==> config.mk <==
export PLATFORM = sky130hd
export DESIGN_NAME = core_ctrl_flat
export DESIGN_NICKNAME = d
export VERILOG_FILES = /design/src/rtl/core_ctrl_if.sv /design/src/rtl/core_ctrl.sv /design/src/flat_wrapper.sv
export SDC_FILE = /design/constraint.sdc
export NUM_CORES = 1
export LEC_CHECK = 0
export BUFFER_PORTS_ARGS = -buffer_cell sky130_fd_sc_hd__buf_2
export CORE_MARGIN = 2
export CORE_UTILIZATION = 57
export DETAILED_ROUTE_END_ITERATION = 7
export PLACE_DENSITY = 0.86
export SYNTH_ARGS = -nofsm -noshare
export SYNTH_HDL_FRONTEND = slang
export SYNTH_SLANG_ARGS = --single-unit
==> constraint.sdc <==
create_clock -name clk -period 9.7 [get_ports clk]
set_input_delay 2.425 -clock clk [delete_from_list [all_inputs] [get_ports clk]]
set_output_delay 2.425 -clock clk [all_outputs]
set_load 0.01 [all_outputs]
==> src/rtl/core_ctrl_if.sv <==
// Host/core-facing bundle for core_ctrl: job request, host data beats, ofifo status, core instruction and status.
// Latency: none, this is wiring only.
// Backpressure: in_valid/in_ready handshake on host beats; ofifo_valid gates result draining.
//
// Ports (slave = controller side):
//   start, len          job request and activation-vector count
//   in_data, in_valid   host beat (activations, then weights); in_ready returned
//   ofifo_valid         core output FIFO holds a result row
//   inst, D_xmem        core instruction word and xMem write data
//   busy, done          job status; cycle_cnt busy-cycle counter
interface core_ctrl_if #(
    parameter int row = 8,
    parameter int bw  = 4
);
    logic                start;
    logic [9:0]          len;
    logic [bw*row-1:0]   in_data;
    logic                in_valid;
    logic                in_ready;
    logic                ofifo_valid;
    logic [33:0]         inst;
    logic [bw*row-1:0]   D_xmem;
    logic                busy;
    logic                done;
    logic [31:0]         cycle_cnt;

    modport slave (
        input  start, len, in_data, in_valid, ofifo_valid,
        output in_ready, inst, D_xmem, busy, done, cycle_cnt
    );

    modport master (
        output start, len, in_data, in_valid, ofifo_valid,
        input  in_ready, inst, D_xmem, busy, done, cycle_cnt
    );
endinterface

==> src/rtl/core_ctrl.sv <==
// Job sequencer for the PE core: loads activations/weights into xMem, feeds L0, runs the array, drains results to psum.
// Latency: all outputs registered; start -> first in_ready is 1 cycle, each instruction appears the cycle after its decision.
// Backpressure: host beats only move on in_valid&in_ready; DRAIN stalls indefinitely while ofifo_valid is low.
//
// Ports: clk, reset (synchronous, active-high), bus (core_ctrl_if.slave: start/len, in_data/in_valid/in_ready,
//        ofifo_valid, inst, D_xmem, busy, done, cycle_cnt).
// Optional feature: define CORE_CTRL_CYCLE_CNT_EN to build the busy-cycle counter; otherwise cycle_cnt is tied to 0.
module core_ctrl #(
    parameter int row    = 8,
    parameter int col    = 8,
    parameter int bw     = 4,
    parameter int W_BASE = 1024
) (
    input  logic        clk,
    input  logic        reset,
    core_ctrl_if.slave  bus
);
    localparam int DW = bw * row;

    // CEN/WEN of both SRAMs high, everything else low.
    localparam logic [33:0] IDLE_WORD = 34'h1_800C_0000;

    localparam logic [10:0] ROW_A   = 11'(row);
    localparam logic [10:0] LOADLEN = 11'(row + col);
    localparam logic [10:0] WB      = 11'(W_BASE);

    typedef enum logic [3:0] {
        IDLE, WR_X, WR_W, RD_W, KLOAD, RD_X, EXEC, DRAIN, DONE
    } state_t;

    state_t          state;
    logic [10:0]     cnt;
    logic [9:0]      lenQ;
    logic [33:0]     instQ;
    logic [DW-1:0]   dXmemQ;
    logic            inReadyQ;
    logic            busyQ;
    logic            doneQ;
    logic            l0WrPend;   // a read went out last cycle; its data lands in L0 now
    logic            psumPend;   // an ofifo row was popped last cycle; write it to psum now
    logic [10:0]     psumAddr;

    logic [10:0]     lenW;
    logic [10:0]     execLen;
    logic [10:0]     rdLast;

    assign lenW    = {1'b0, lenQ};
    assign execLen = lenW + LOADLEN;
    assign rdLast  = (state == RD_W) ? ROW_A : lenW;

    always_ff @(posedge clk) begin
        if (reset) begin
            state    <= IDLE;
            cnt      <= '0;
            lenQ     <= '0;
            instQ    <= IDLE_WORD;
            dXmemQ   <= '0;
            inReadyQ <= 1'b0;
            busyQ    <= 1'b0;
            doneQ    <= 1'b0;
            l0WrPend <= 1'b0;
            psumPend <= 1'b0;
            psumAddr <= '0;
        end else begin
            // Each cycle starts from the idle word; states override the fields they drive.
            instQ    <= IDLE_WORD;
            instQ[2] <= l0WrPend;
            l0WrPend <= 1'b0;
            doneQ    <= 1'b0;

            case (state)
                IDLE: begin
                    if (bus.start) begin
                        lenQ  <= bus.len;
                        cnt   <= '0;
                        busyQ <= 1'b1;
                        if (bus.len != 10'd0) begin
                            state    <= WR_X;
                            inReadyQ <= 1'b1;
                        end else begin
                            state <= DONE;
                            doneQ <= 1'b1;
                        end
                    end
                end

                WR_X, WR_W: begin
                    if (bus.in_valid && inReadyQ) begin
                        instQ[19]   <= 1'b0;
                        instQ[18]   <= 1'b0;
                        instQ[17:7] <= (state == WR_W) ? (WB + cnt) : cnt;
                        dXmemQ      <= bus.in_data;
                        if (state == WR_X && cnt == lenW - 11'd1) begin
                            state <= WR_W;
                            cnt   <= '0;
                        end else if (state == WR_W && cnt == ROW_A - 11'd1) begin
                            state    <= RD_W;
                            cnt      <= '0;
                            inReadyQ <= 1'b0;
                        end else begin
                            cnt <= cnt + 11'd1;
                        end
                    end
                end

                // Reads occupy cnt 0..rdLast-1; the extra cycle at cnt==rdLast lets the
                // trailing l0_wr of the last read go out before the next phase starts.
                RD_W, RD_X: begin
                    if (cnt < rdLast) begin
                        instQ[19]   <= 1'b0;
                        instQ[17:7] <= (state == RD_W) ? (WB + cnt) : cnt;
                        l0WrPend    <= 1'b1;
                        cnt         <= cnt + 11'd1;
                    end else begin
                        state <= (state == RD_W) ? KLOAD : EXEC;
                        cnt   <= '0;
                    end
                end

                KLOAD: begin
                    instQ[0] <= 1'b1;
                    instQ[3] <= 1'b1;
                    if (cnt == LOADLEN - 11'd1) begin
                        state <= RD_X;
                        cnt   <= '0;
                    end else begin
                        cnt <= cnt + 11'd1;
                    end
                end

                EXEC: begin
                    instQ[1] <= 1'b1;
                    instQ[3] <= 1'b1;
                    if (cnt == execLen - 11'd1) begin
                        state    <= DRAIN;
                        cnt      <= '0;
                        psumPend <= 1'b0;
                    end else begin
                        cnt <= cnt + 11'd1;
                    end
                end

                // cnt counts popped rows; the psum write for a row follows its pop by one
                // cycle, so the job only finishes once no write is still pending.
                DRAIN: begin
                    psumPend <= 1'b0;
                    if (psumPend) begin
                        instQ[32]    <= 1'b0;
                        instQ[31]    <= 1'b0;
                        instQ[30:20] <= psumAddr;
                    end
                    if (bus.ofifo_valid && cnt < lenW) begin
                        instQ[6] <= 1'b1;
                        psumPend <= 1'b1;
                        psumAddr <= cnt;
                        cnt      <= cnt + 11'd1;
                    end else if (cnt == lenW && !psumPend) begin
                        state <= DONE;
                        cnt   <= '0;
                        doneQ <= 1'b1;
                    end
                end

                DONE: begin
                    state <= IDLE;
                    cnt   <= '0;
                    busyQ <= 1'b0;
                end

                default: begin
                    state    <= IDLE;
                    cnt      <= '0;
                    busyQ    <= 1'b0;
                    inReadyQ <= 1'b0;
                end
            endcase
        end
    end

    assign bus.inst     = instQ;
    assign bus.D_xmem   = dXmemQ;
    assign bus.in_ready = inReadyQ;
    assign bus.busy     = busyQ;
    assign bus.done     = doneQ;

`ifdef CORE_CTRL_CYCLE_CNT_EN
    logic [31:0] cycleCnt;

    always_ff @(posedge clk) begin
        if (reset) begin
            cycleCnt <= '0;
        end else if (state == IDLE && bus.start) begin
            cycleCnt <= '0;
        end else if (busyQ) begin
            cycleCnt <= cycleCnt + 32'd1;
        end
    end

    assign bus.cycle_cnt = cycleCnt;
`else
    assign bus.cycle_cnt = '0;
`endif

endmodule

==> src/flat_wrapper.sv <==
// flat-port wrapper written by rule: the top's interface ports become plain ports
module core_ctrl_flat 
#(
    parameter int row    = 8,
    parameter int col    = 8,
    parameter int bw     = 4,
    parameter int W_BASE = 1024
)
  (clk, reset, bus_start, bus_len, bus_in_data, bus_in_valid, bus_ofifo_valid, bus_in_ready, bus_inst, bus_D_xmem, bus_busy, bus_done, bus_cycle_cnt);
  core_ctrl_if #(.row(row), .bw(bw)) bus_i ();
  input  logic clk;
  input  logic reset;
  input wire logic [$bits(bus_i.start)-1:0] bus_start;
  input wire logic [$bits(bus_i.len)-1:0] bus_len;
  input wire logic [$bits(bus_i.in_data)-1:0] bus_in_data;
  input wire logic [$bits(bus_i.in_valid)-1:0] bus_in_valid;
  input wire logic [$bits(bus_i.ofifo_valid)-1:0] bus_ofifo_valid;
  output wire logic [$bits(bus_i.in_ready)-1:0] bus_in_ready;
  output wire logic [$bits(bus_i.inst)-1:0] bus_inst;
  output wire logic [$bits(bus_i.D_xmem)-1:0] bus_D_xmem;
  output wire logic [$bits(bus_i.busy)-1:0] bus_busy;
  output wire logic [$bits(bus_i.done)-1:0] bus_done;
  output wire logic [$bits(bus_i.cycle_cnt)-1:0] bus_cycle_cnt;
  assign bus_i.start = bus_start;
  assign bus_i.len = bus_len;
  assign bus_i.in_data = bus_in_data;
  assign bus_i.in_valid = bus_in_valid;
  assign bus_i.ofifo_valid = bus_ofifo_valid;
  assign bus_in_ready = bus_i.in_ready;
  assign bus_inst = bus_i.inst;
  assign bus_D_xmem = bus_i.D_xmem;
  assign bus_busy = bus_i.busy;
  assign bus_done = bus_i.done;
  assign bus_cycle_cnt = bus_i.cycle_cnt;
  core_ctrl #(.row(row), .col(col), .bw(bw), .W_BASE(W_BASE)) u_core (.clk(clk), .reset(reset), .bus(bus_i));
endmodule
==> impl_results.md, run 1 <==
* Top cells by area, synth: dfxtp_1 (38%), nand2_1 (8.1%), a21oi_1 (5.7%)
* Finish-stage setup viols at 0
* CTS tree: done
* Worst slack at placement at 4.679 ns
* Die width at 101.1 µm
* CP Class: input pin to flop
* Total gr overflow at 0
* Antenna viol nets, final at 0
* Tmin final at 4.727 ns
* Status: completed
* FF-to-FF End: u_core.cnt[8]
* Final Wtd Congestion at 0.9195
* Drt wl/cell at 14.42 µm
* F_max at 0.2115 GHz
* Post-synth top area share at 38.39%
* Die Ht at 101.1 µm
* H-tree depth at 3
* Hold path depth at 1
* Worst-case clock buffer depth at 2
* Startpoint Class: input pin
* Ys flop type: dfxtp_1
* Final WL at 12300 µm
* Post-synth top area cell: dfxtp_1
* Clk sinks at 103
* DRT Pass-1 Iters at 5
* Worst-Margin Slew at 1.339 ns
* Share of power burned in registers at 45.8%
* Hold Violations, Final at 0
* # IOs at 148
* Synth warn at 0
* Cts repair resizes at 0
* Tcrit/Tclk final at 48.74%
* R2R setup slack at 5.61 ns
* Total power draw at 1.086 mW
* Final nets at 806
* Most frequent cells in the layout: nand2_1 (116), buf_2 (112), dfxtp_1 (103)
* Async SR Flop Fraction at 0%
* Vias in the first global route at 4399
* Reg-to-reg startpoint: u_core.cnt[8]
* Initial Util at 58.41%
* Max-cap violations at 0
* Worst path cell trace: buf_2 -> inv_1 -> a2111oi_0 -> nand3b_1 -> nand2_1 -> o311ai_4 -> nor3b_1 -> a211o_1
* Slew margin rel. at 10.56%
* Number of synthesized register bits at 103
* Hold Path Origin: u_core.l0WrPend
* DRC at 0
* Worst Path Required at 10.02 ns
* Arr. time, crit path at 5.04 ns
* Vias per cell at 5.688
* First-pass GRT wire length at 20270 µm
* HPWL Detailed at 8919 µm
* Vias at 4852
* Hold Buf Count CTS at 0
* Clock power share at 22.7%
* P&R area growth vs syn at 10.32%
* R2R depth at 8
* Clk_lat worst skew at 0.37 ns
* Initial antenna violation count at 0
* Crit path max fanout at 17
* Worst Hold End: u_core.bus.inst[2]
* Post-Synthesis Cells at 663
* Antenna cell count at 0
* Core ar. at 9196 µm²
* Final Skew at 0.01408 ns
* Sw Share at 36.79%
* Seq/Total Area, Yosys at 38.39%
* RSZ-0062 raised after global routing: no
* LEAKAGE at 2.585 nW
* Post-synth EDFFs at 0
* Hold crit path type: flop to flop
* Full die area at 10220 µm²
* Synth cell types at 65
* Maximum VDD drop at 0.1096 mV
* Cell area power density at 183.3 nW/µm²
* Postcts setup bufs at 0
* Initial DRC Count at 294
* Combinational power share at 31.5%
* Most common cell after layout, fill and taps aside: nand2_1
* Reg clk slew, reported paths at 0.10 ns
* Switching power at 0.3995 mW
* Largest net degree at the start of global routing at 77
* Avg Inst Size Synth at 8.102 µm²
* TritonCTS Buffers at 9
* Worst Setup End Kind: flop
* All-layer global routing usage at 24.46%
* Slew Viols, Final at 0
* Pint at 0.6864 mW
* Final worst slack at 4.973 ns
* CTS root buf: clkbuf_8
* FP Rows at 35
* Synthesized area at 5371 µm²
* Final setup TNS at 0 ns
* Peak per-stage delay on the critical path at 0.80 ns
* Slowest CP cell: nand3b_1
* Layout cell share with drive strength beyond 1 at 18.73%
* Port bufs at 112
-- per-layer routing --
metal | share of wire [%] | global-route usage (%) | wire [µm] | vias up
li1 | - | - | - | 2362
met1 | 42 | 31.22 | 5199 | 2250
met2 | 48 | 40.24 | 5880 | 215
met3 | 8.4 | 6.103 | 1033 | 25
met4 | 1.5 | 8.420 | 184 | 0
met5 | 0 | 0 | 0 | -
-- critical path: cells and delay by family --
family | cells | cell delay [ns]
AOI/OAI and AO/OA | 3 | 0.96
and+or+nand+nor | 3 | 1.54
buffers and inverters | 2 | 0.11
-- state kept, by name, indices dropped and copies added (netlist names) --
name	flops
u_core.l0WrPend	1
u_core.lenQ	10
u_core.bus.D_xmem	32
u_core.cnt	11
u_core.bus.in_ready	1
u_core.psumAddr	11
u_core.bus.inst	30
u_core.bus.busy	1
u_core.bus.done	1
u_core.state	4
u_core.psumPend	1
-- how the worst max path moves through the flow --
| stage | start | endpoint | slack, ns |
|---|---|---|---|
| after floorplan | bus_len[3] | u_core.bus.in_ready | 5.46 |
| after global placement | bus_ofifo_valid | u_core.cnt[8] | 4.91 |
| after detailed placement | bus_ofifo_valid | u_core.cnt[8] | 4.68 |
| after CTS | bus_ofifo_valid | u_core.cnt[8] | 5.04 |
| after global routing | bus_ofifo_valid | u_core.cnt[8] | 4.69 |
| final | bus_ofifo_valid | u_core.cnt[8] | 4.97 |
-- cell usage after synthesis (all sizes together) (8+ instances only) --
cell type	number
a21oi	62
mux2i	10
and2	22
nand3	9
nor2	41
nand2	116
nand4	8
o21ai	14
dfxtp	103
inv	22
clkbuf	44
buf	41
or4	10
ha	21
xnor2	13
nor3	10
-- cell type report --
cell class / count / area [µm²]
Clock buffer: 9 / 123.9
Clock inverter: 6 / 53.80
Fill cell: 798 / 3271
Inverter: 22 / 82.58
Multi-Input combinational cell: 487 / 2882
Sequential cell: 103 / 2062
Tap cell: 111 / 138.9
Timing Repair Buffer: 115 / 583.1
-- kinds of logic after synthesis --
logic type | count (synthesis) | synth area share (%)
DFF | 103 | 38.39
and+or+nand+nor | 266 | 24.64
buffers and inverters | 107 | 10.34
xor gates and xnor gates | 19 | 3.098
AOI/OAI and AO/OA | 134 | 16.28
other | 1 | 0.06981
muxes | 12 | 2.283
adders and majority gates | 21 | 4.892
-- power by group through the flow --
stage | Clock, mW | Sequential, mW | Combinational [mW]
2_1_floorplan | 0 | 0.478 | 0.293
3_3_place_gp | 0 | 0.504 | 0.322
3_5_place_dp | 0 | 0.505 | 0.335
4_1_cts | 0.250 | 0.495 | 0.336
5_1_grt | 0.269 | 0.503 | 0.377
6_report | 0.247 | 0.497 | 0.342
-- through the flow --
step	std cells	cell area [µm²]	utilization (%)	hold WS, ns
finish	853	5926	64.44	0.4543
CTS	853	5926	64.44	0.4559
global route	853	5926	64.44	0.4706
global placement	838	5748	62.50	0.4339
floorplan	697	5499	-	0.4138
detailed placement	838	5748	62.50	0.4379
Note: power is estimated with default switching activity, not from simulation.
==> inputs of run 2 (changes only) <==
--- a/config.mk
+++ b/config.mk
@@ -7,9 +7,9 @@
 export LEC_CHECK = 0
 export BUFFER_PORTS_ARGS = -buffer_cell sky130_fd_sc_hd__buf_2
 export CORE_MARGIN = 2
-export CORE_UTILIZATION = 57
+export CORE_UTILIZATION = 53
 export DETAILED_ROUTE_END_ITERATION = 7
-export PLACE_DENSITY = 0.86
+export PLACE_DENSITY = 0.81
 export SYNTH_ARGS = -nofsm -noshare
 export SYNTH_HDL_FRONTEND = slang
 export SYNTH_SLANG_ARGS = --single-unit
==> constraint.sdc (replaced) <==
create_clock -name clk -period 4.84 [get_ports clk]
set_input_delay 1.21 -clock clk [delete_from_list [all_inputs] [get_ports clk]]
set_output_delay 1.21 -clock clk [all_outputs]
set_load 0.01 [all_outputs]
==> run 2 against run 1 <==
- the run now ends with DRC left
- combinational power is 100% higher
- non-clock buffer count is 1 higher
- die area is 7.2% higher
- clock power is 120% higher
- clock skew is 0.0014 ns higher
- first-iteration DRC count is 36% higher
- worst hold slack worse by 0.0035 ns
- global-route usage is 0.65 points lower
- largest cell class unchanged
- largest power group unchanged
- highest routed layer unchanged
==> impl_results.md, run 2 (synthesis results as in run 1) <==
* Status: finished, violations left
* Failing checks: DRC
* First-pass GRT wire length at 21620 µm (+6.7%)
* Hold Path Origin: u_core.l0WrPend
* All-layer global routing usage at 23.81% (-0.65 points)
* Final Skew at 0.01549 ns (+0.001413 ns)
* Cts repair resizes at 0 (unchanged)
* LEAKAGE at 2.606 nW (+0.79%)
* Vias in the first global route at 4554 (+3.5%)
* Initial Util at 54.70% (-3.7 points)
* Final nets at 807 (+0.12%)
* Clk_lat worst skew at 0.38 ns (about the same)
* Die width at 104.7 µm (+3.6%)
* Reg clk slew, reported paths at 0.10 ns (about the same)
* # IOs at 148 (unchanged)
* Sw Share at 37.70% (+0.91 points)
* Antenna viol nets, final at 0 (unchanged)
* DRC at 1 (+1)
* Final Wtd Congestion at 0.9886 (+7.5%)
* Final setup TNS at 0 ns (unchanged)
* Dpl cell area at 5783 µm² (+0.61%)
* Hold Violations, Final at 0 (unchanged)
* Crit path max fanout at 17 (unchanged)
* F_max at 0.2573 GHz
* Layout cell share with drive strength beyond 1 at 18.95% (+0.22 points)
* CP Class: flop to flop
* P&R area growth vs syn at 11.58%
* Tmin final at 3.886 ns
* HPWL Detailed at 9384 µm (+5.2%)
* Largest register FFs at 32 (unchanged)
* Full die area at 10960 µm² (+7.2%)
* Final Cell Area at 5993 µm² (+1.1%)
* Combinational power share at 30.9% (-0.6 points)
* DRT Pass-1 Iters at 7 (+2)
* H-tree depth at 3 (unchanged)
* Clk sinks at 103 (unchanged)
* Initial DRC Count at 400 (+36%)
* Total gr overflow at 0 (unchanged)
* Switching power at 0.8426 mW (+110%)
* Worst Path Required at 5.14 ns (-4.88 ns)
* CTS root buf: clkbuf_8
* Drt wl/cell at 14.92 µm (+3.5%)
* Postcts setup bufs at 0 (unchanged)
* CP startpoint: u_core.state[0]
* Maximum VDD drop at 0.2028 mV (+85%)
* Most frequent cells in the layout: nand2_1 (116), buf_2 (112), dfxtp_1 (103)
* Share of power burned in registers at 44.7% (-1.1 points)
* Slew margin rel. at 14.17% (+3.6 points)
* FP Rows at 36 (+2.9%)
* Die Ht at 104.7 µm (+3.6%)
* Filler cells at 901 (+13%)
* Cell area power density at 372.9 nW/µm² (+100%)
* Startpoint Class: flop
* Initial antenna violation count at 0 (unchanged)
* Slew Viols, Final at 0 (unchanged)
* Port bufs at 112 (unchanged)
* Clock power share at 24.5% (+1.8 points)
* Max-cap violations at 0 (unchanged)
* Core ar. at 9819 µm² (+6.8%)
* Largest net degree at the start of global routing at 44 (-43%)
* Pint at 1.392 mW (+100%)
* Vias at 4897 (+0.93%)
* Final WL at 13080 µm (+6.4%)
* Finish-stage setup viols at 0 (unchanged)
* Hold crit path type: flop to flop
* Most common cell after layout, fill and taps aside: nand2_1
* Hold Buf Count CTS at 0 (unchanged)
* Worst Setup End Kind: flop
* Arr. time, crit path at 4.19 ns (-0.85 ns)
* Worst-Margin Slew at 1.285 ns (-0.05401 ns)
* TritonCTS Buffers at 9 (unchanged)
* Reg-to-reg startpoint: u_core.state[0]
* Tcrit/Tclk final at 80.29%
* Antenna cell count at 0 (unchanged)
* Vias per cell at 5.584 (-1.8%)
* RSZ-0062 raised after global routing: no
* Worst-case clock buffer depth at 2 (unchanged)
* CTS tree: done
-- run 2: changes by cell type in the layout (fill, tap and decap cells not counted), sizes merged --
cell,previous run,this run
clkinvlp,1,0
buf,115,116
clkinv,2,4
-- run 2: area by class of cell --
type | count | area [µm²] | area share, %
Multi-Input combinational cell | 487 | 2882 | 48.08
Sequential cell | 103 | 2062 | 34.41
Timing Repair Buffer | 116 | 590.6 | 9.854
Tap cell | 133 | 166.4 | 2.777
Clock buffer | 9 | 123.9 | 2.067
Clock inverter | 7 | 86.33 | 1.441
Inverter | 22 | 82.58 | 1.378
-- run 2: path summary, 6_finish.rpt --
check	end	depth (start not counted)	slack, ns
worst max-delay path	u_core.bus.inst[17]	11	0.95
worst min-delay path	u_core.bus.inst[2]	1	0.45
worst max register to register	u_core.bus.inst[17]	11	0.95
worst min register to register	u_core.bus.inst[2]	1	0.45
-- run 2: layer usage --
layer	vias to the layer above	GRT usage, %	part of all wire, %
met3	32	5.240	9.0
met1	2215	30.24	42
met2	271	39.17	47
li1	2379	-	-
met4	0	9.810	2.5
met5	-	0	0
-- run 2: power groups by stage --
stage | clock network [mW] | logic, mW | registers [mW]
global route | 0.596 | 0.762 | 1.01
detailed placement | 0 | 0.673 | 1.01
CTS | 0.560 | 0.676 | 0.994
finish | 0.547 | 0.690 | 0.998
floorplan | 0 | 0.587 | 0.959
global placement | 0 | 0.652 | 1.01
-- run 2: stage by stage --
| step | std cells | total power [mW] | util (%) | setup WS, ns | hold slack, ns |
|---|---|---|---|---|---|
| after detailed placement | 861 | 1.687 | 58.89 | 1.097 | 0.4264 |
| after floorplan | 697 | 1.546 | - | 1.469 | 0.4138 |
| final | 877 | 2.235 | 61.03 | 0.9538 | 0.4508 |
| after global routing | 877 | 2.366 | 61.03 | 0.5991 | 0.4710 |
| after global placement | 861 | 1.661 | 58.89 | 1.247 | 0.4343 |
| after CTS | 877 | 2.231 | 61.03 | 1.064 | 0.4555 |
-- run 2: critical path, stage by stage (launching register included) --
cell	delay (ns)
dfxtp_1	0.66
nand4bb_1	0.43
nand2_1	0.21
ha_1	0.29
a21oi_1	0.18
a31oi_1	0.10
a2111oi_0	0.81
nand2_1	0.20
a2111oi_0	0.50
buf_4	0.24
inv_1	0.10
a21oi_1	0.11
